[config.mk]
export PLATFORM = sky130hd
export DESIGN_NAME = id_ex_pipe
export DESIGN_NICKNAME = d
export VERILOG_FILES = /design/src/rtl/id_ex_pipe_pkg.sv /design/src/rtl/id_ex_pipe_hazard_unit.sv /design/src/rtl/id_ex_pipe.sv
export SDC_FILE = /design/constraint.sdc
export NUM_CORES = 1
export LEC_CHECK = 0
export CELL_PAD_IN_SITES_DETAIL_PLACEMENT = 1
export CELL_PAD_IN_SITES_GLOBAL_PLACEMENT = 2
export CORE_MARGIN = 10
export CORE_UTILIZATION = 22
export CTS_CLUSTER_DIAMETER = 40
export DETAILED_ROUTE_END_ITERATION = 7
export GPL_TIMING_DRIVEN = 0
export PLACE_DENSITY = 0.84
export SETUP_SLACK_MARGIN = 0.5
export SLEW_MARGIN = 20
export SYNTH_ARGS = -nofsm -noshare
export SYNTH_HDL_FRONTEND = slang
export SYNTH_SLANG_ARGS = --single-unit
[constraint.sdc]
create_clock -name clk -period 2.9 [get_ports clk]
set_input_delay 0.725 -clock clk [delete_from_list [all_inputs] [get_ports clk]]
set_output_delay 0.725 -clock clk [all_outputs]
set_load 0.01 [all_outputs]
[src/rtl/id_ex_pipe_pkg.sv]
// Shared types and control-bit indices for the ID/EX pipeline register.
// Field layout of the decoded control bundle used by ID and EX.
package id_ex_pipe_pkg;

  localparam int CTRL_W = 16;
  localparam int BCNT_W = 16;

  localparam int CTRL_REG_WRITE  = 0;
  localparam int CTRL_MEM_READ   = 1;
  localparam int CTRL_MEM_WRITE  = 2;
  localparam int CTRL_MEM_TO_REG = 3;
  localparam int CTRL_ALU_SRC    = 4;
  localparam int CTRL_REG_DST    = 5;
  localparam int CTRL_JAL        = 6;
  localparam int CTRL_SYSCALL    = 7;
  localparam int CTRL_ALU_OP_LO  = 8;
  localparam int CTRL_ALU_OP_HI  = 11;

  typedef struct packed {
    logic [4:0]  rs;
    logic [4:0]  rt;
    logic [4:0]  rd;
    logic [31:0] imm;
    logic [31:0] pc_plus_4;
    logic [31:0] instr;
    logic [31:0] rd1;
    logic [31:0] rd2;
  } id_ex_t;

endpackage

[src/rtl/id_ex_pipe_hazard_unit.sv]
// Load-use hazard detection for the ID/EX boundary.
// Purely combinational; drives the IF/ID freeze.
module id_ex_pipe_hazard_unit (
  input  logic       rst,
  input  logic       flush,
  input  logic       ex_stall,
  input  logic       ex_valid,
  input  logic       ex_mem_read,
  input  logic [4:0] ex_rt,
  input  logic       id_valid,
  input  logic [4:0] id_rs,
  input  logic [4:0] id_rt,
  input  logic       id_uses_rt,
  output logic       hz,
  output logic       stall_if_id
);

  logic rs_hit;
  logic rt_hit;

  assign rs_hit = (ex_rt == id_rs);
  assign rt_hit = id_uses_rt & (ex_rt == id_rt);

  // $zero is never a real producer, so it cannot cause a load-use stall
  assign hz = ex_valid & ex_mem_read & (ex_rt != 5'd0)
            & id_valid & (rs_hit | rt_hit);

  assign stall_if_id = ~rst & ~flush & (ex_stall | hz);

endmodule

[src/rtl/id_ex_pipe.sv]
// ID/EX pipeline register with load-use bubble insertion,
// EX hold, branch flush and a saturating bubble counter.
module id_ex_pipe
  import id_ex_pipe_pkg::*;
#(
  parameter int CTRL_W = 16,
  parameter int BCNT_W = 16
) (
  input  logic              clk,
  input  logic              rst,
  input  logic              id_valid,
  input  logic [4:0]        id_rs,
  input  logic [4:0]        id_rt,
  input  logic [4:0]        id_rd,
  input  logic              id_uses_rt,
  input  logic [31:0]       id_imm,
  input  logic [31:0]       id_pc_plus_4,
  input  logic [31:0]       id_instr,
  input  logic [CTRL_W-1:0] id_ctrl,
  input  logic [31:0]       rf_rd1,
  input  logic [31:0]       rf_rd2,
  input  logic              ex_stall,
  input  logic              flush,
  output logic              stall_if_id,
  output logic              ex_valid,
  output logic [4:0]        ex_rs,
  output logic [4:0]        ex_rt,
  output logic [4:0]        ex_rd,
  output logic [31:0]       ex_imm,
  output logic [31:0]       ex_pc_plus_4,
  output logic [31:0]       ex_instr,
  output logic [31:0]       ex_rd1,
  output logic [31:0]       ex_rd2,
  output logic [CTRL_W-1:0] ex_ctrl,
  output logic [BCNT_W-1:0] bubble_count
);

  id_ex_t            bank;
  id_ex_t            bank_in;
  logic              valid_q;
  logic [CTRL_W-1:0] ctrl_q;
  logic [BCNT_W-1:0] bcnt_q;
  logic              hz;

  id_ex_pipe_hazard_unit u_hazard (
    .rst         (rst),
    .flush       (flush),
    .ex_stall    (ex_stall),
    .ex_valid    (valid_q),
    .ex_mem_read (ctrl_q[CTRL_MEM_READ]),
    .ex_rt       (bank.rt),
    .id_valid    (id_valid),
    .id_rs       (id_rs),
    .id_rt       (id_rt),
    .id_uses_rt  (id_uses_rt),
    .hz          (hz),
    .stall_if_id (stall_if_id)
  );

  assign bank_in = '{
    rs:        id_rs,
    rt:        id_rt,
    rd:        id_rd,
    imm:       id_imm,
    pc_plus_4: id_pc_plus_4,
    instr:     id_instr,
    rd1:       rf_rd1,
    rd2:       rf_rd2
  };

  always_ff @(posedge clk) begin
    if (rst) begin
      bank    <= '0;
      valid_q <= 1'b0;
      ctrl_q  <= '0;
      bcnt_q  <= '0;
    end else if (flush) begin
      bank    <= '0;
      valid_q <= 1'b0;
      ctrl_q  <= '0;
    end else if (ex_stall) begin
      bank    <= bank;
      valid_q <= valid_q;
      ctrl_q  <= ctrl_q;
    end else if (hz) begin
      bank    <= '0;
      valid_q <= 1'b0;
      ctrl_q  <= '0;
      if (bcnt_q != '1)
        bcnt_q <= bcnt_q + 1'b1;
    end else begin
      bank    <= bank_in;
      valid_q <= id_valid;
      ctrl_q  <= id_valid ? id_ctrl : '0;
    end
  end

  assign ex_valid     = valid_q;
  assign ex_ctrl      = ctrl_q;
  assign ex_rs        = bank.rs;
  assign ex_rt        = bank.rt;
  assign ex_rd        = bank.rd;
  assign ex_imm       = bank.imm;
  assign ex_pc_plus_4 = bank.pc_plus_4;
  assign ex_instr     = bank.instr;
  assign ex_rd1       = bank.rd1;
  assign ex_rd2       = bank.rd2;
  assign bubble_count = bcnt_q;

endmodule
## Word level (Yosys, flattened, before mapping)

Cells that the tools add are included.

- $add $sub $neg: 1
- Multipliers: 0
- Div/mod/pow operators: 0
- $lt $le $gt $ge: 0
- Equal/unequal tests: 3
- Shift operators: 0
- Muxes and demuxes: 4
- Bitwise logic cells: 12
- Reductions and logical operators: 3

Operators with widths:

| operator | count |
|---|---|
| two-way mux 175 bit | 1 |
| two-way mux 16 bit | 2 |
| adder 16 x 1 -> 16 bit, second input constant | 1 |
| != test 16 bit, second input constant | 1 |
| equality test 5 bit | 2 |
| AND 1 bit | 7 |
| nonzero test 5 bit | 1 |
| AND reduction 4 bit | 1 |
| NOT 1 bit | 3 |
| OR 1 bit | 2 |
| OR reduction 2 bit | 1 |
| two-way mux 1 bit | 1 |

- Register bits after elaboration: 208
- Bits in latches: 0
- Bits in writable memories: 0
- ROM bits: 0
- Bits of input ports: 197
- Output and inout bits: 209
- Logic and storage cells: 34
- Memories: 0

## Logic depth before layout (Yosys ltp)

- Depth after elaboration: 6
- Mapped depth: 7
- Gate-level depth less buffers: 6

## Modules after synthesis

A second synthesis with hierarchy kept.

- Cells, all modules: 763
- Area, all modules: 7260.7 µm²

Modules (own cells, without submodules):

| module | instances | cells an instance | area an instance (µm²) | seq. area each (µm²) |
|---|---|---|---|---|
| id_ex_pipe | 1 | 743 | 7099.3 | 4164.0 |
| id_ex_pipe_hazard_unit | 1 | 20 | 161.4 | 0.0 |

## Least setup slack after synthesis

OpenSTA, ideal clock, no wires.

- Kind: in2out
- Start point: input id_rs[4]
- End point: output stall_if_id
- Arrival time: 1.596 ns
- Data required time: 2.175 ns
- Setup slack: 0.579 ns
- Stages on the path: 5
- Buffers on the path: 0
- Path through: xnor2_1 nand3_1 o22ai_2 a21oi_1 nor3_1

- Cells in the longest elaborated chain, start to end: 5

Ends and longest elaborated chain:

| element | RTL line | text |
|---|---|---|
| start, declared | id_ex_pipe.sv:12 | `input logic [4:0] id_rs,` |
| equality test 5 bit | id_ex_pipe_hazard_unit.sv:21 | `assign rs_hit = (ex_rt == id_rs);` |
| OR 1 bit | id_ex_pipe_hazard_unit.sv:26 | `& id_valid & (rs_hit \| rt_hit);` |
| AND 1 bit | id_ex_pipe_hazard_unit.sv:26 |  |
| OR 1 bit | id_ex_pipe_hazard_unit.sv:28 | `assign stall_if_id = ~rst & ~flush & (ex_stall \| hz);` |
| AND 1 bit | id_ex_pipe_hazard_unit.sv:28 |  |
| end, declared | id_ex_pipe.sv:24 | `output logic stall_if_id,` |

Every way passes these cells.

## Worst setup path in the final report

- Start point: input rst
- End point: output stall_if_id

- Cells in the longest elaborated chain, start to end: 3

Ends and longest elaborated chain:

| element | RTL line | text |
|---|---|---|
| start, declared | id_ex_pipe.sv:10 | `input logic rst,` |
| NOT 1 bit | id_ex_pipe_hazard_unit.sv:28 |  |
| AND 1 bit (2 in series) | id_ex_pipe_hazard_unit.sv:28 |  |

Every way passes these cells.

==> flow_summary_export.csv <==
group,metric,value,unit
outcome,status,"completed",
drt,dr.pass1.iters,4,
die,dieArea,0.0385,mm²
die,ios,406,
critical_path,end_kind,"output port",
power_and_ir_drop,switching_share,21.9,%
clock_network,cts_tree,"done",
synth,synth_warnings,0,
sta,maxSlewHeadroom,46.7,%
global_routing,grt_max_degree,11,
sta,min_period,2.46,ns
clock_network,cts_buffer_depth,3,
sta,worst_slew_pin_slew,0.800,ns
synth,syn_inst,559,
sta,setup_tns,0,ns
global_routing,grt_pass1_wl,46.9,mm
drt,ant_nets,0,
clock_network,cts_sinks,208,
place,gp_congestion,0.757,
worst_hold_path,hold_class,"reg2reg",
drt,post_drt_via_cell_ratio,4.63,
synth,syn_area,0.00684,mm²
die,coreArea,0.0307,mm²
layout,register_area,0.00418,mm²
die,die_h,196,µm
sta,max_freq,407,MHz
drt,drcViolationCount,0,
critical_path,arrival,1.73,ns
power_and_ir_drop,vdd_ir_drop_max,421,µV
power_and_ir_drop,combPwrFrac,9.1,%
layout,area_growth,87.1,%
power_and_ir_drop,clock_power_share,54.0,%
power_and_ir_drop,leakage,4.85,nW
layout,fillers,3296,
layout,drive_gt1_share,14.4,%
critical_path,path_class,"in2out",
global_routing,gr-total-overflow,0,
run,maxCapViolations,0,
clock_network,cts-htree-levels,2,
critical_path,cp_data_required_time,2.17,ns
critical_path,cp_max_fo,10,
global_routing,grt_use_total,15.7,%
die,die_w,196,µm
layout,fin_cells,1433,
critical_path,rrSetupSlack,0.61,ns
layout,multiInputGateArea,0.00250,mm²
synth,avgSynthCellArea,12.2,µm²
drt,wire_per_inst,22.5,µm
sta,rsz0062_at_grt,"yes",
place,dp_cells,1359,
die,start_util,22.3,%
drt,routed_wl,32.2,mm
synth,synth.distinct_cells,36,
power_and_ir_drop,p_sw,1.78,mW
power_and_ir_drop,power_frac_seq,36.9,%
synth,ys_ff_latch,208,
power_and_ir_drop,intPower,6.36,mW
clock_network,clkLatencyLatePin,0.50,ns
power_and_ir_drop,powerDensity,637,mW/mm²
layout,final_core_util,41.7,%
sta,hold_viol,0,
clock_network,cts_root_buffer,"clkbuf_16",
die,rows,64,
place,hpwl,24.7,mm
sta,setup_viol,0,
clock_network,clkTransAtPathRegs,0.04,ns
drt,vias,6638,
global_routing,grt_pass1_vias,7319,
clock_network,numCtsBuffers,39,
sta,period_share,84.8,%
synth,synth_seq_area_share,60.9,%
place,io_buffers,404,
drt,drt_iter0_drc,251,
global_routing,antenna_found_initial,1,
sta,slew_viol_final,0,
sta,skew,0.0248,ns
layout,fin_nets,1207,
synth,synthesis.nets,757,
critical_path,setup.worst_path.start_class,"input pin",
-- cell usage after synthesis --
library cell | number | area (µm²)
dfxtp_1 | 208 | 4160
a22o_1 | 176 | 1540
clkbuf_1 | 25 | 93.8
a32o_1 | 16 | 160
buf_2 | 13 | 65.1
buf_4 | 12 | 90.1
nor2_1 | 11 | 41.3
nand3_1 | 10 | 50.1
xnor2_1 | 10 | 87.6
a21oi_1 | 9 | 45.0
nand2_1 | 8 | 30.0
nand4_1 | 8 | 50.1
o31ai_1 | 7 | 52.6
or4_1 | 7 | 52.6
nor2b_1 | 5 | 31.3
and3_1 | 3 | 18.8
inv_1 | 3 | 11.3
mux2_2 | 3 | 33.8
nor3_1 | 3 | 15.0
nor4_1 | 3 | 18.8
and2_1 | 2 | 12.5
mux2_1 | 2 | 22.5
nor3b_1 | 2 | 15.0
a2111oi_4 | 1 | 27.5
a21oi_2 | 1 | 8.76
a31o_2 | 1 | 8.76
a31oi_1 | 1 | 6.26
ha_1 | 1 | 12.5
mux2i_1 | 1 | 10.0
nor4b_1 | 1 | 8.76
o21ai_0 | 1 | 5.00
o22a_1 | 1 | 8.76
o22ai_2 | 1 | 12.5
o311a_1 | 1 | 10.0
or3_1 | 1 | 6.26
or4_4 | 1 | 11.3
-- kinds of logic after synthesis --
| kind of cell | count (synthesis) | share of synthesized area (%) |
|---|---|---|
| XOR/XNOR | 10 | 1.28 |
| adder cells (fa/ha/maj) | 1 | 0.183 |
| flip-flops | 208 | 60.9 |
| multiplexers | 6 | 0.970 |
| buffers and inverters | 53 | 3.81 |
| AO/OA/AOI/OAI | 216 | 27.6 |
| AND/OR/NAND/NOR | 65 | 5.29 |
-- what timing repair did --
action / in CTS / in global routing
gates cloned: 0 / 0
hold buffers: 0 / 0
pin swaps: 16 / 5
resized for setup: 66 / 39
setup buffers: 3 / 2
endpoints found under the setup margin: 191 / 150
-- flip-flops by register name, indices dropped and copies added (netlist names) --
name	cells
bubble_count	16
ex_instr	32
ex_rd	5
ex_rd2	32
ex_rt	5
ex_rs	5
ex_pc_plus_4	32
ex_rd1	32
ex_imm	32
ex_ctrl	16
ex_valid	1
-- final timing paths --
check | from | to | cells after the start
min reg2reg | ex_ctrl[11] | ex_ctrl[11] | 1
max reg2reg | ex_rt[1] | bubble_count[3] | 8
min | ex_ctrl[11] | ex_ctrl[11] | 1
max | rst | stall_if_id | 5
-- layout by cell type, fill, tap and decap left out, types with 2 or more instances in the layout --
| cell | instances |
|---|---|
| dfxtp_1 | 201 |
| mux2_1 | 2 |
| or4_1 | 7 |
| clkbuf_8 | 5 |
| nor3b_1 | 2 |
| o31ai_1 | 7 |
| buf_4 | 18 |
| nor4_1 | 3 |
| inv_1 | 3 |
| nor2_1 | 11 |
| nor3_1 | 2 |
| buf_2 | 21 |
| clkbuf_2 | 17 |
| a32o_1 | 16 |
| nor2b_1 | 5 |
| dfxtp_2 | 3 |
| clkbuf_16 | 41 |
| xnor2_1 | 3 |
| a21oi_1 | 8 |
| dlygate4sd2_1 | 2 |
| clkinv_2 | 10 |
| nand4_1 | 8 |
| clkdlybuf4s50_1 | 391 |
| clkinvlp_4 | 3 |
| xnor2_2 | 7 |
| and3_1 | 3 |
| bufinv_16 | 3 |
| mux2_2 | 3 |
| dfxtp_4 | 4 |
| clkdlybuf4s15_2 | 3 |
| nand3_1 | 9 |
| clkbuf_1 | 12 |
| nand2_1 | 7 |
| and2_1 | 2 |
| a22o_1 | 176 |
-- routing by layer --
metal	global-route usage [%]	wire length, µm	vias to the layer above
met1	16.6	12100	3241
li1	-	-	3081
met5	0	0	-
met4	5.15	770	0
met2	27.8	16500	272
met3	6.16	2850	44
-- cell type report --
type,instances,area share (%)
plain buffers,50,2.17
flip-flops and latches,208,32.7
clock buffers,52,8.73
repair buffers,409,31.6
multi-input cells,298,19.6
diodes,1,0.0196
inverters,3,0.0880
well taps,396,3.87
clock inverters,16,1.27
-- power groups by stage --
| stage | clock network (mW) | logic [mW] | registers, mW |
|---|---|---|---|
| 6_report | 4.40 | 0.745 | 3.00 |
| 5_1_grt | 4.66 | 0.793 | 3.01 |
| 4_1_cts | 4.50 | 0.748 | 3.00 |
| 3_5_place_dp | 0 | 0.738 | 3.06 |
| 3_3_place_gp | 0 | 0.727 | 3.05 |
| 2_1_floorplan | 0 | 0.169 | 3.09 |
-- worst max-delay path, stage by stage --
cell             delay, ns
clkdlybuf4s15_2       0.29
clkbuf_4              0.24
buf_2                 0.26
nor3_2                0.07
buf_2                 0.15
-- metrics by stage --
stage          area [µm²]  setup WS [ns]  power (mW)  hold slack, ns
3_3_place_gp        11400         -0.711        3.78           0.447
5_1_grt             12800          0.308        8.46           0.479
6_report            12800          0.441        8.15           0.463
2_1_floorplan        6840          0.579        3.26           0.466
3_5_place_dp        11400         -0.706        3.79           0.457
4_1_cts             12700          0.318        8.26           0.461
Note: power is estimated with default switching activity, not from simulation.
